File: config.mk
export PLATFORM = sky130hd
export DESIGN_NAME = seq_divider
export DESIGN_NICKNAME = d
export VERILOG_FILES = /design/src/rtl/seq_divider.sv
export SDC_FILE = /design/constraint.sdc
export NUM_CORES = 1
export LEC_CHECK = 0
export ABC_CLOCK_PERIOD_IN_PS = 7500
export CAP_MARGIN = 20
export CORE_MARGIN = 2
export CORE_UTILIZATION = 59
export DETAILED_ROUTE_END_ITERATION = 8
export PLACE_DENSITY = 0.86
export SKIP_CTS_REPAIR_TIMING = 1
export SKIP_LAST_GASP = 1
export SYNTH_ARGS = -nofsm -noshare
export SYNTH_HDL_FRONTEND = slang
export SYNTH_SLANG_ARGS = --single-unit
export TNS_END_PERCENT = 1
File: constraint.sdc
create_clock -name clk -period 7.5 [get_ports clk]
set_clock_uncertainty 0.2 [all_clocks]
set_input_delay 1.875 -clock clk [delete_from_list [all_inputs] [get_ports clk]]
set_output_delay 1.875 -clock clk [all_outputs]
set_load 0.01 [all_outputs]
File: src/rtl/seq_divider.sv
// Sequential restoring divider: one shift-subtract step per clock, start/busy/done handshake.
// Optional macro SEQ_DIVIDER_ZERO_DETECT_EN short-circuits divide-by-zero straight to DONE.
module seq_divider #(
    parameter int unsigned WIDTH = 32
) (
    input  logic             clk,
    input  logic             reset,
    input  logic             start,
    input  logic [WIDTH-1:0] dividend,
    input  logic [WIDTH-1:0] divisor,
    output logic             busy,
    output logic             done,
    output logic [WIDTH-1:0] quotient,
    output logic [WIDTH-1:0] remainder,
    output logic             div_by_zero
);

    localparam int unsigned CNT_W = $clog2(WIDTH) + 1;

    typedef enum logic [1:0] {
        S_IDLE,
        S_RUN,
        S_DONE
    } state_t;

    state_t             state_q, state_d;
    logic [WIDTH-1:0]   rem_q, rem_d;
    logic [WIDTH-1:0]   q_q, q_d;
    logic [WIDTH-1:0]   d_q, d_d;
    logic [CNT_W-1:0]   cnt_q, cnt_d;
    logic [WIDTH-1:0]   quotient_q, quotient_d;
    logic [WIDTH-1:0]   remainder_q, remainder_d;
    logic               busy_q, busy_d;
    logic               done_q, done_d;
    logic [WIDTH:0]     s_c;
    logic [WIDTH:0]     t_c;
`ifdef SEQ_DIVIDER_ZERO_DETECT_EN
    logic               dbz_q, dbz_d;
`endif

    // Next-state, datapath and result-register update.
    always_comb begin
        state_d     = state_q;
        rem_d       = rem_q;
        q_d         = q_q;
        d_d         = d_q;
        cnt_d       = cnt_q;
        quotient_d  = quotient_q;
        remainder_d = remainder_q;
`ifdef SEQ_DIVIDER_ZERO_DETECT_EN
        dbz_d       = 1'b0;
`endif
        s_c = {rem_q, q_q[WIDTH-1]};
        t_c = s_c - {1'b0, d_q};

        case (state_q)
            S_IDLE: begin
                if (start) begin
                    d_d = divisor;
`ifdef SEQ_DIVIDER_ZERO_DETECT_EN
                    if (divisor == '0) begin
                        // Same result the full run would produce, without the wait.
                        q_d         = '1;
                        rem_d       = dividend;
                        quotient_d  = '1;
                        remainder_d = dividend;
                        dbz_d       = 1'b1;
                        state_d     = S_DONE;
                    end else begin
                        rem_d   = '0;
                        q_d     = dividend;
                        cnt_d   = CNT_W'(WIDTH);
                        state_d = S_RUN;
                    end
`else
                    rem_d   = '0;
                    q_d     = dividend;
                    cnt_d   = CNT_W'(WIDTH);
                    state_d = S_RUN;
`endif
                end
            end
            S_RUN: begin
                if (!t_c[WIDTH]) begin
                    rem_d = t_c[WIDTH-1:0];
                    q_d   = {q_q[WIDTH-2:0], 1'b1};
                end else begin
                    rem_d = s_c[WIDTH-1:0];
                    q_d   = {q_q[WIDTH-2:0], 1'b0};
                end
                cnt_d = cnt_q - CNT_W'(1);
                if (cnt_q == CNT_W'(1)) begin
                    quotient_d  = q_d;
                    remainder_d = rem_d;
                    state_d     = S_DONE;
                end
            end
            S_DONE: begin
                state_d = S_IDLE;
            end
            default: begin
                state_d = S_IDLE;
            end
        endcase

        busy_d = (state_d == S_RUN);
        done_d = (state_d == S_DONE);
    end

    always_ff @(posedge clk or negedge reset) begin
        if (!reset) begin
            state_q     <= S_IDLE;
            rem_q       <= '0;
            q_q         <= '0;
            d_q         <= '0;
            cnt_q       <= '0;
            quotient_q  <= '0;
            remainder_q <= '0;
            busy_q      <= 1'b0;
            done_q      <= 1'b0;
        end else begin
            state_q     <= state_d;
            rem_q       <= rem_d;
            q_q         <= q_d;
            d_q         <= d_d;
            cnt_q       <= cnt_d;
            quotient_q  <= quotient_d;
            remainder_q <= remainder_d;
            busy_q      <= busy_d;
            done_q      <= done_d;
        end
    end

`ifdef SEQ_DIVIDER_ZERO_DETECT_EN
    always_ff @(posedge clk or negedge reset) begin
        if (!reset) begin
            dbz_q <= 1'b0;
        end else begin
            dbz_q <= dbz_d;
        end
    end

    assign div_by_zero = dbz_q;
`else
    assign div_by_zero = 1'b0;
`endif

    assign busy      = busy_q;
    assign done      = done_q;
    assign quotient  = quotient_q;
    assign remainder = remainder_q;

endmodule

# [After elaboration in Yosys (flattened, before gate mapping)]
# Cells that the tools add are included.
[op_classes] add_sub_neg=2 eq_ne=5 n_mux=11 n_reduce_logical=5
[ops] operator="32-bit one-hot mux with 2 select lines" n=2
[ops] operator="32-bit two-way mux" n=3
[ops] operator="33-bit by 32-bit subtractor with 33-bit output" n=1
[ops] operator="6-bit one-hot mux with 2 select lines" n=1
[ops] operator="6-bit by 1-bit == test with 1-bit output (second input constant)" n=1
[ops] operator="6-bit two-way mux" n=1
[ops] operator="2-bit AND reduction" n=3
[ops] operator="6-bit by 1-bit subtractor with 6-bit output (second input constant)" n=1
[ops] operator="2-bit by 1-bit == test with 1-bit output (second input constant)" n=2
[ops] operator="2-bit two-way mux" n=2
[ops] operator="2-bit one-hot mux with 2 select lines" n=1
[ops] operator="2-bit == test (second input constant)" n=1
[ops] operator="2-bit zero test" n=1
[ops] operator="2-bit != test (second input constant)" n=1
[ops] operator="2-bit nonzero test" n=1
[ops] operator="1-bit two-way mux" n=1
[word_totals] regBits=170 inputBits=67 elab_cells=32

# [Longest topological paths before layout]
# Gate-level depths: netlist (run 1).
[logic_depth] word_depth=4 ltp_mapped=13

# [Worst setup path after synthesis (run 1)]
# Ideal clock, no wire load.
[synth_path] path_type="input port to flip-flop" start="input port start" end="register d_q[1]" setup_ns=0.133 arrival_ns=2.928 t_required_ns=7.167 path_slack_ns=4.239 cell_stages=5 n_path_buf=2 cell_sequence="nor2b_1 nor2b_1 clkbuf_1 buf_1 o21ai_0"
[synth_via] elab_chain_cells=1
[synth_lines] element="start, declared" line="8" source="input logic start,"
[synth_lines] element="2-bit AND reduction (no line)"
[synth_lines] element="end signal, assigned" line="115" source="d_q <= '0;"
[synth_lines] element="end signal, assigned" line="125" source="d_q <= d_d;"
[synth_lines] element="end, declared" line="29" source="logic [WIDTH-1:0] d_q, d_d;"
# No other way between the ends.
# A chain may end at the register's enable or synchronous reset.

# [Worst setup path in the final report (run 1)]
[layout_path] start="register q_q[31]" end="register rem_q[3]"
[layout_via] elab_chain_cells=3
[layout_lines] element="start, declared" line="28" source="logic [WIDTH-1:0] q_q, q_d;"
[layout_lines] element="start signal, assigned" line="124" source="q_q <= q_d;"
[layout_lines] element="33-bit by 32-bit subtractor with 33-bit output" line="54" source="t_c = s_c - {1'b0, d_q};"
[layout_lines] element="32-bit two-way mux" line="84" source="if (!t_c[WIDTH]) begin"
[layout_lines] element="32-bit one-hot mux with 2 select lines" line="56" source="case (state_q)"
[layout_lines] element="end signal, assigned" line="123" source="rem_q <= rem_d;"
[layout_lines] element="end, declared" line="27" source="logic [WIDTH-1:0] rem_q, rem_d;"
# No other way between the ends.

==> results of run 1 <==
-- flip-flops by register name (all words and copies together), names as in the netlist --
name	flops
remainder	32
quotient	32
d_q	32
rem_q	32
q_q	32
cnt_q	6
busy	1
state_q	2
done	1
-- worst paths after layout --
| check | from | endpoint | slack, ns |
|---|---|---|---|
| max | q_q[31]$_DFFE_PN0P_ | rem_q[3]$_DFFE_PN0P_ | 3.37 |
| min | cnt_q[5]$_DFFE_PN0P_ | cnt_q[5]$_DFFE_PN0P_ | 0.28 |
| max reg2reg | q_q[31]$_DFFE_PN0P_ | rem_q[3]$_DFFE_PN0P_ | 3.37 |
| min reg2reg | cnt_q[5]$_DFFE_PN0P_ | cnt_q[5]$_DFFE_PN0P_ | 0.28 |
| max in group asynchronous | reset | rem_q[18]$_DFFE_PN0P_ | 4.36 |
| min in group asynchronous | reset | d_q[11]$_DFFE_PN0P_ | 1.33 |
-- layer usage --
metal	track usage, %	part of all wire (%)	vias up
met5	0	0	-
met4	10.9	2.1	0
met3	6.80	7.2	41
met2	49.1	48	309
met1	40.0	43	3922
li1	-	-	3841
-- final cells by class --
type | count | area share [%]
inverter | 43 | 1.46
clock buffer | 18 | 3.88
timing repair buffer | 142 | 12.7
multi-input combinational | 748 | 40.3
clock inverter | 13 | 1.03
sequential | 170 | 38.5
tap | 188 | 2.13
-- critical path: stages, from the launching register on --
cell and delay (ns):
dfrtp_1 0.38, inv_1 0.08, ha_1 0.23, fa_1 0.41, nor2b_1 0.16, o31a_1 0.21
a21o_1 0.20, a21o_2 0.21, a211oi_4 0.11, o31a_2 0.56, nor2_1 0.91, o311ai_0 0.27
-- through the flow --
step | area [sq um] | util [%]
6_report | 11000 | 72.9
5_1_grt | 11000 | 72.9
4_1_cts | 11000 | 72.9
3_5_place_dp | 10500 | 69.3
3_3_place_gp | 10500 | 69.3
2_1_floorplan | 9100 | -
-- power breakdown --
part	internal (mW)	total [mW]	switching (mW)
Combinational	1.57	3.78	2.21
Sequential	1.37	1.68	0.310
Clock	0.431	0.827	0.395
Total	3.37	6.29	2.91
-- cells in the final DEF (no fill, tap or decap), types with 3 or more instances in the layout --
| cell | n |
|---|---|
| a32o_1 | 6 |
| a31oi_1 | 8 |
| o21bai_1 | 6 |
| inv_1 | 42 |
| dfrtp_1 | 170 |
| clkdlybuf4s50_1 | 131 |
| a22oi_1 | 33 |
| a21boi_0 | 3 |
| o31ai_1 | 20 |
| nor2b_1 | 7 |
| buf_4 | 9 |
| o211ai_1 | 20 |
| a211oi_1 | 6 |
| clkinvlp_4 | 4 |
| a21oi_1 | 42 |
| xor2_1 | 9 |
| nand3_1 | 23 |
| o311ai_1 | 4 |
| nor3_1 | 17 |
| o221ai_1 | 4 |
| nand4_1 | 18 |
| and3_1 | 4 |
| clkinv_4 | 3 |
| and2_1 | 21 |
| inv_6 | 4 |
| nor2_1 | 30 |
| a41oi_1 | 12 |
| nand2_1 | 222 |
| nand2b_1 | 9 |
| clkbuf_16 | 17 |
| xnor2_1 | 11 |
| a31o_2 | 4 |
| ha_1 | 34 |
| or3_1 | 13 |
| o21ai_0 | 101 |
| a21o_1 | 15 |
-- kinds of logic (layout without fill, tap and decap cells) --
logic type | Yosys count | after routing | share of synthesized area, %
flip-flops | 170 | 170 | 46.8
multiplexers | 1 | 1 | 0.110
other | 1 | 1 | 0.0412
adder cells (fa/ha/maj) | 35 | 35 | 4.90
AO/OA/AOI/OAI | 313 | 313 | 22.7
AND/OR/NAND/NOR | 378 | 378 | 18.8
XOR/XNOR | 20 | 20 | 1.93
buffers and inverters | 107 | 216 | 4.80
==> metrics.cfg, run 1 <==
[layout]
diodes = 0
seqCellArea_sq_um = 4250
multiInputGateArea_sq_um = 4450
fillers = 1094
stdcell_count = 1322
final_nets = 1224
areaGrowthSynthToFinish_pct = 21.5
drive_gt1_share_pct = 5.47

[routing]
ant_nets = 0
viasPerCell = 6.14
first_pass_iters = 5
drt_iter0_drc = 709
routed_wl_mm = 23.7
vias = 8113
drc = 0
wl_per_cell_um = 17.9

[timing]
fin_hold_ws_ns = 0.279
finalSetupViolCount = 0
hold_viol = 0
tightest_slew_ns = 1.08
slew_viol_final = 0
finalCriticalPeriod_ns = 4.13
min_period_over_period_pct = 55.1
rsz0062_at_grt = no
clock.fmax_mhz = 242
fin_setup_tns_ns = 0
finalWorstSetupSlack_ns = 3.37
slew_headroom_pct = 28.1

[min_path]
worstHoldPathType = reg2reg
min_path_cells = 1

[flow_run]
maxCapViolCount = 0

[die]
rows = 45
io_pins = 134
die_x_um = 128
die_h_um = 128
die_area_sq_um = 16400
initial_core_util_pct = 60.1
core-area_sq_um = 15100

[worst_setup_path]
end_kind = flip-flop
cp_data_arrival_time_ns = 4.19
startpoint_type = flip-flop
critPathMaxFanout = 31
reg2regPathDepth = 11
required_ns = 7.56
crit_type = reg2reg

[place]
port_buffers = 132
placed_cells = 1290
place_hpwl_mm = 15.3
place_ws_ns = 3.10
gp_congestion = 0.904

[clocking]
cts_tree = built
cts_buffers = 17
path_clk_slew_ns = 0.07
h-tree-depth = 4
clk_path_buf_depth = 2
clock_latency_ns = 0.44
clock_sinks = 170
cts.root.buffer_cell = clkbuf_16

[power_and_ir_drop]
power_density_nw_per_um2 = 569
p_total_mw = 6.29
ir_drop_mv = 0.293
p_leak_nw = 4.82

[outcome]
run_status = finished, final reports clean

[synthesis]
synth_edf_count = 0
synth_nets = 1127
synthArstFlopShare_pct = 100
synth_warnings = 0
post_synth.cell_area_avg_sq_um = 8.87
yosys-top-cells-area = dfrtp_1, nand2_1, o21ai_0, ha_1, a22oi_1
synthesis.area_sq_um = 9100
yosysSeqAreaShare_pct = 46.8
ys_seq_elements = 170
synthDistinctLibCells = 68
synth_top_flop_cell = dfrtp_1
synthTopCellsByCount = nand2_1, dfrtp_1, o21ai_0
syn_inst = 1025
yosys.area.top_type = dfrtp_1
synth_top_area_share_pct = 46.8
synth.most_common_cell = nand2_1

[grt]
grt_overflow = 0
antenna_found_initial = 0
grt_max_degree = 111
grt_util_all_layers_pct = 30.2
grt_pass1_wl_mm = 39.3
grt_pass1_vias = 7920

No activity file was read; power rests on OpenSTA's default activity.
==> run 2: changes to the inputs <==
Settings changed: ABC_CLOCK_PERIOD_IN_PS 7500 to 3800, CORE_UTILIZATION 59 to 50, PLACE_DENSITY 0.86 to 0.77.
Clock period 7.5 ns to 3.8 ns, I/O delays scaled along.
==> run 2 against run 1 <==
Register-to-register slack got worse by 3.2 ns. Die area rose by 17%. First-iteration DRC count fell by 14%. Sequential share of layout area fell by 1.0 points. Fmax rose by 14%. Clock power rose by 120%. Worst hold slack got worse by 0.0015 ns. Critical path type unchanged. Largest cell class unchanged.
==> metrics.cfg, run 2 (synthesized netlist as in run 1, its figures left out) <==
[layout]
drive_gt1_share_pct = 6.94  ; +1.5 points
final_cell_mix = nand2_1, dfrtp_1, clkdlybuf4s50_1
final_common_cell = nand2_1
areaGrowthSynthToFinish_pct = 24.8
final_nets = 1241  ; +1.4%
diodes = 0  ; unchanged

[power_and_ir_drop]
p_int_mw = 6.93  ; +110%
power_density_nw_per_um2 = 1130  ; +99%
ir_drop_mv = 0.587  ; +100%
clkPwrFrac_pct = 14.2  ; +1.1 points
power_frac_comb_pct = 60.3  ; +0.2 points
power_frac_seq_pct = 25.5  ; -1.2 points
swShare_pct = 46.2  ; -0.10 points
p_total_mw = 12.9  ; +100%
p_leak_nw = 4.97  ; +3.0%
switchingPower_mw = 5.96  ; +100%

[worst_setup_path]
critPathLaunch = q_q[31]$_DFFE_PN0P_
required_ns = 3.93  ; -3.63 ns
end_kind = flip-flop
rr_startpoint = q_q[31]$_DFFE_PN0P_
startpoint_type = flip-flop
crit_type = reg2reg
critPathMaxFanout = 17  ; -45%
cp_data_arrival_time_ns = 3.74  ; -0.45 ns
reg2reg_slack_ns = 0.19  ; -3.18 ns

[routing]
drt_iter0_drc = 610  ; -14%
viasPerCell = 5.80  ; -5.5%
vias = 8008  ; -1.3%
ant_nets = 0  ; unchanged
drc = 0  ; unchanged
routed_wl_mm = 24.3  ; +2.4%
wl_per_cell_um = 17.6  ; -2.0%
first_pass_iters = 5  ; unchanged

[grt]
antenna_found_initial = 0  ; unchanged
grt_pass1_vias = 7940  ; +0.25%
grt_max_degree = 112  ; +0.90%
grt_overflow = 0  ; unchanged
grt_util_all_layers_pct = 25.5  ; -4.7 points
grt_pass1_wl_mm = 40.1  ; +2.2%

[timing]
slew_viol_final = 0  ; unchanged
fin_setup_tns_ns = 0  ; unchanged
min_period_over_period_pct = 95.0  ; +40 points
finalCriticalPeriod_ns = 3.61  ; -0.523 ns
tightest_slew_ns = 1.09  ; +0.0120 ns
clock.fmax_mhz = 277  ; +14%
hold_viol = 0  ; unchanged
slew_headroom_pct = 27.5  ; -0.53 points
finalSetupViolCount = 0  ; unchanged
finalWorstSetupSlack_ns = 0.191  ; -3.18 ns
rsz0062_at_grt = no

[clocking]
clock_latency_ns = 0.45  ; about the same
h-tree-depth = 4  ; unchanged
clk_path_buf_depth = 2  ; unchanged
cts_buffers = 17  ; unchanged
clock_sinks = 170  ; unchanged
cts.root.buffer_cell = clkbuf_16
path_clk_slew_ns = 0.08  ; about the same
cts_tree = built

[die]
rows = 49  ; +8.9%
core-area_sq_um = 17900  ; +18%
io_pins = 134  ; unchanged
die_area_sq_um = 19300  ; +17%
die_x_um = 139  ; +8.4%
initial_core_util_pct = 50.8  ; -9.2 points
die_h_um = 139  ; +8.4%

[outcome]
run_status = finished, final reports clean

[place]
gp_congestion = 0.946  ; +4.6%
place_hpwl_mm = 16.1  ; +5.6%
port_buffers = 132  ; unchanged
place_ws_ns = 0.247  ; -2.86 ns

[flow_run]
maxCapViolCount = 0  ; unchanged

[min_path]
min_from = quotient[23]$_DFFE_PN0P_
worstHoldPathType = reg2reg

==> run 2: cell types whose count changed in the layout (fill, tap and decap cells not counted), sizes merged <==
cell	change
clkinvlp	-4
clkbuf	-1
buf	+17
clkinv	+4
inv	+2
==> run 2: path summary, 6_finish.rpt <==
kind | endpoint | depth (start not counted)
hold / removal | quotient[23]$_DFFE_PN0P_ | 2
max in group asynchronous | remainder[25]$_DFFE_PN0P_ | 2
setup reg to reg | rem_q[5]$_DFFE_PN0P_ | 12
setup / recovery | rem_q[5]$_DFFE_PN0P_ | 12
hold reg to reg | quotient[23]$_DFFE_PN0P_ | 2
min in group asynchronous | d_q[11]$_DFFE_PN0P_ | 2
==> run 2: stage by stage <==
step | hold slack, ns | instances | instance area, sq um | utilization (%)
after floorplan | 0.246 | 1025 | 9100 | -
after global placement | 0.259 | 1346 | 10700 | 59.7
after detailed placement | 0.262 | 1346 | 10700 | 59.7
after CTS | 0.283 | 1378 | 11300 | 63.3
after global routing | 0.302 | 1381 | 11400 | 63.4
final | 0.277 | 1381 | 11400 | 63.4
==> run 2: area by class of cell <==
type | instances | area [sq um]
clock buffers | 17 | 425
clock inverters | 15 | 211
fillers | 1534 | 6550
inverters | 43 | 161
multi-input cells | 748 | 4450
flip-flops and latches | 170 | 4250
well taps | 229 | 287
repair buffers | 159 | 1560
==> run 2: worst max-delay path: stages, from the launching register on <==
cell      delay (ns)
dfrtp_1         0.39
inv_1           0.07
ha_1            0.23
fa_1            0.42
nor2b_1         0.22
o31a_1          0.24
a21o_1          0.20
a21o_2          0.21
a211oi_4        0.10
o31a_2          0.37
buf_4           0.22
or3_1           0.38
a32o_1          0.26
==> run 2: routing by layer <==
layer | global-route usage (%) | share of wire, % | wire length, um | vias up
met1 | 35.4 | 47 | 11300 | 3903
met3 | 6.42 | 6.1 | 1470 | 27
met5 | 0 | 0 | 0 | -
li1 | - | - | - | 3861
met4 | 6.96 | 1.3 | 306 | 0
met2 | 40.2 | 46 | 11200 | 217
==> run 2: power by group through the flow <==
stage / clock, mW / sequential [mW] / combinational, mW
after floorplan: 0 / 3.27 / 5.28
after global placement: 0 / 3.27 / 7.49
after detailed placement: 0 / 3.30 / 7.62
after CTS: 1.85 / 3.28 / 7.67
after global routing: 1.92 / 3.39 / 8.59
final: 1.83 / 3.29 / 7.77
==> run 3: changes to the inputs <==
Settings changed: ABC_CLOCK_PERIOD_IN_PS 3800 to 4450, CORE_UTILIZATION 50 to 59, PLACE_DENSITY 0.77 to 0.86.
Clock period 3.8 ns to 4.45 ns, I/O delays scaled along.
==> run 3 against run 2 <==
Routed wire length increased by 3.2%. Setup slack improved by 0.49 ns. Cell count decreased by 3.4%. Count of clock-buffer cells in the layout unchanged. Utilization increased by 11 points. Sequential share of layout area increased by 0.49 points. Sequential cell count unchanged. Via count increased by 4.3%. Critical path depth unchanged. Critical path type unchanged. Highest routed layer unchanged.
==> metrics.cfg, run 3 (synthesized netlist as in run 1, its figures left out) <==
[worst_setup_path]
endpoint = remainder[16]$_DFFE_PN0P_
crit_type = reg2reg
startpoint_type = flip-flop
critPathMaxFanout = 14  ; -3
rr_endpoint = remainder[16]$_DFFE_PN0P_
critPathLaunch = q_q[31]$_DFFE_PN0P_
cp_data_arrival_time_ns = 3.86  ; +0.12 ns
end_kind = flip-flop
rr_startpoint = q_q[31]$_DFFE_PN0P_
reg2reg_slack_ns = 0.68  ; +0.49 ns
required_ns = 4.54  ; +0.61 ns
reg2regPathDepth = 12  ; unchanged

[timing]
slew_headroom_pct = 28.1  ; +0.53 points
rsz0062_at_grt = no
tightest_slew_ns = 1.08  ; -0.00799 ns
finalSetupViolCount = 0  ; unchanged
hold_viol = 0  ; unchanged
finalCriticalPeriod_ns = 3.77  ; +0.163 ns
min_period_over_period_pct = 84.8  ; -10 points
slew_viol_final = 0  ; unchanged
clock.fmax_mhz = 265  ; -4.3%
fin_setup_tns_ns = 0  ; unchanged

[die]
die_x_um = 128  ; -7.7%
rows = 45  ; -8.2%
core-area_sq_um = 15100  ; -15%
die_h_um = 128  ; -7.7%
initial_core_util_pct = 60.1  ; +9.2 points
die_area_sq_um = 16400  ; -15%
io_pins = 134  ; unchanged

[routing]
first_pass_iters = 6  ; +1
wl_per_cell_um = 18.8  ; +6.8%
ant_nets = 0  ; unchanged
vias = 8353  ; +4.3%
viasPerCell = 6.26  ; +8.0%
drt_iter0_drc = 841  ; +38%
routed_wl_mm = 25.0  ; +3.2%
drc = 0  ; unchanged

[outcome]
run_status = finished, final reports clean

[layout]
final_common_cell = nand2_1
final_util_pct = 74.0  ; +11 points
final_cell_mix = nand2_1, dfrtp_1, clkdlybuf4s50_1
final_nets = 1235  ; -0.48%
diodes = 0  ; unchanged
fillers = 1129  ; -26%
areaGrowthSynthToFinish_pct = 23.2
drive_gt1_share_pct = 6.46  ; -0.49 points

[power_and_ir_drop]
power_density_nw_per_um2 = 976  ; -14%
p_total_mw = 10.9  ; -15%
ir_drop_mv = 0.553  ; -5.9%
p_leak_nw = 4.91  ; -1.2%

[clocking]
cts_tree = built
h-tree-depth = 4  ; unchanged
cts.root.buffer_cell = clkbuf_16
cts_buffers = 17  ; unchanged
clock_sinks = 170  ; unchanged
clk_path_buf_depth = 2  ; unchanged
path_clk_slew_ns = 0.07  ; about the same
clock_latency_ns = 0.44  ; about the same

[grt]
grt_pass1_wl_mm = 41.3  ; +2.8%
grt_max_degree = 85  ; -24%
antenna_found_initial = 0  ; unchanged
grt_pass1_vias = 8159  ; +2.8%
grt_util_all_layers_pct = 31.9  ; +6.4 points
grt_overflow = 0  ; unchanged

[place]
port_buffers = 132  ; unchanged
gp_congestion = 0.932  ; -1.4%
place_hpwl_mm = 16.6  ; +3.1%

[min_path]
min_path_cells = 2  ; unchanged
worstHoldPathType = reg2reg

[flow_run]
maxCapViolCount = 0  ; unchanged

-- run 3: cell count changes in the layout (fill, tap and decap cells not counted) --
cell / change
buf_12: +1
buf_4: -7
bufinv_16: +1
clkinv_8: -7
clkinvlp_4: +3
inv_12: -3
inv_6: +5
clkinv_2: +1
-- run 3: how the worst min path moves through the flow --
stage	end	start
finish	remainder[9]$_DFFE_PN0P_	remainder[9]$_DFFE_PN0P_
global route	remainder[9]$_DFFE_PN0P_	remainder[9]$_DFFE_PN0P_
CTS	quotient[23]$_DFFE_PN0P_	quotient[23]$_DFFE_PN0P_
detailed placement	quotient[4]$_DFFE_PN0P_	quotient[4]$_DFFE_PN0P_
global placement	quotient[23]$_DFFE_PN0P_	quotient[23]$_DFFE_PN0P_
floorplan	cnt_q[5]$_DFFE_PN0P_	cnt_q[5]$_DFFE_PN0P_
-- run 3: per-layer routing --
metal	track usage, %	vias to the layer above	wire length, um
met2	52.8	396	12100
met1	41.3	4037	10300
met3	7.80	47	2090
met4	11.3	0	573
met5	0	-	0
li1	-	3873	-
-- run 3: power breakdown --
part	leakage, nW	internal (mW)	total [mW]	switching, mW
registers	2.11	2.31	2.83	0.522
logic	2.52	2.78	6.64	3.86
clock network	0.276	0.790	1.47	0.681
total	4.91	5.87	10.9	5.07
-- run 3: critical path: stages (launching register included) --
cell      delay (ns)
dfrtp_1         0.38
inv_1           0.08
ha_1            0.23
fa_1            0.41
nor2b_1         0.17
o31a_1          0.22
a21o_1          0.20
a21o_2          0.21
a211oi_4        0.10
or4_1           0.64
buf_4           0.29
a41oi_1         0.30
o21ai_0         0.16
-- run 3: final cells by class --
cell class	count	area, sq um	area share [%]
Timing Repair Buffer	153	1530	13.7
Clock inverter	15	150	1.34
Inverter	43	161	1.44
Sequential cell	170	4250	38.0
Multi-Input combinational cell	748	4450	39.7
Tap cell	188	235	2.10
Clock buffer	17	425	3.80
-- run 3: per-stage QoR --
stage / cells / area, sq um / setup WS [ns] / hold slack, ns
after floorplan: 1025 / 9100 / 1.35 / 0.246
after global placement: 1302 / 10600 / 0.856 / 0.259
after detailed placement: 1302 / 10600 / 0.746 / 0.262
after CTS: 1334 / 11200 / 0.717 / 0.281
after global routing: 1334 / 11200 / 0.509 / 0.306
final: 1334 / 11200 / 0.678 / 0.281
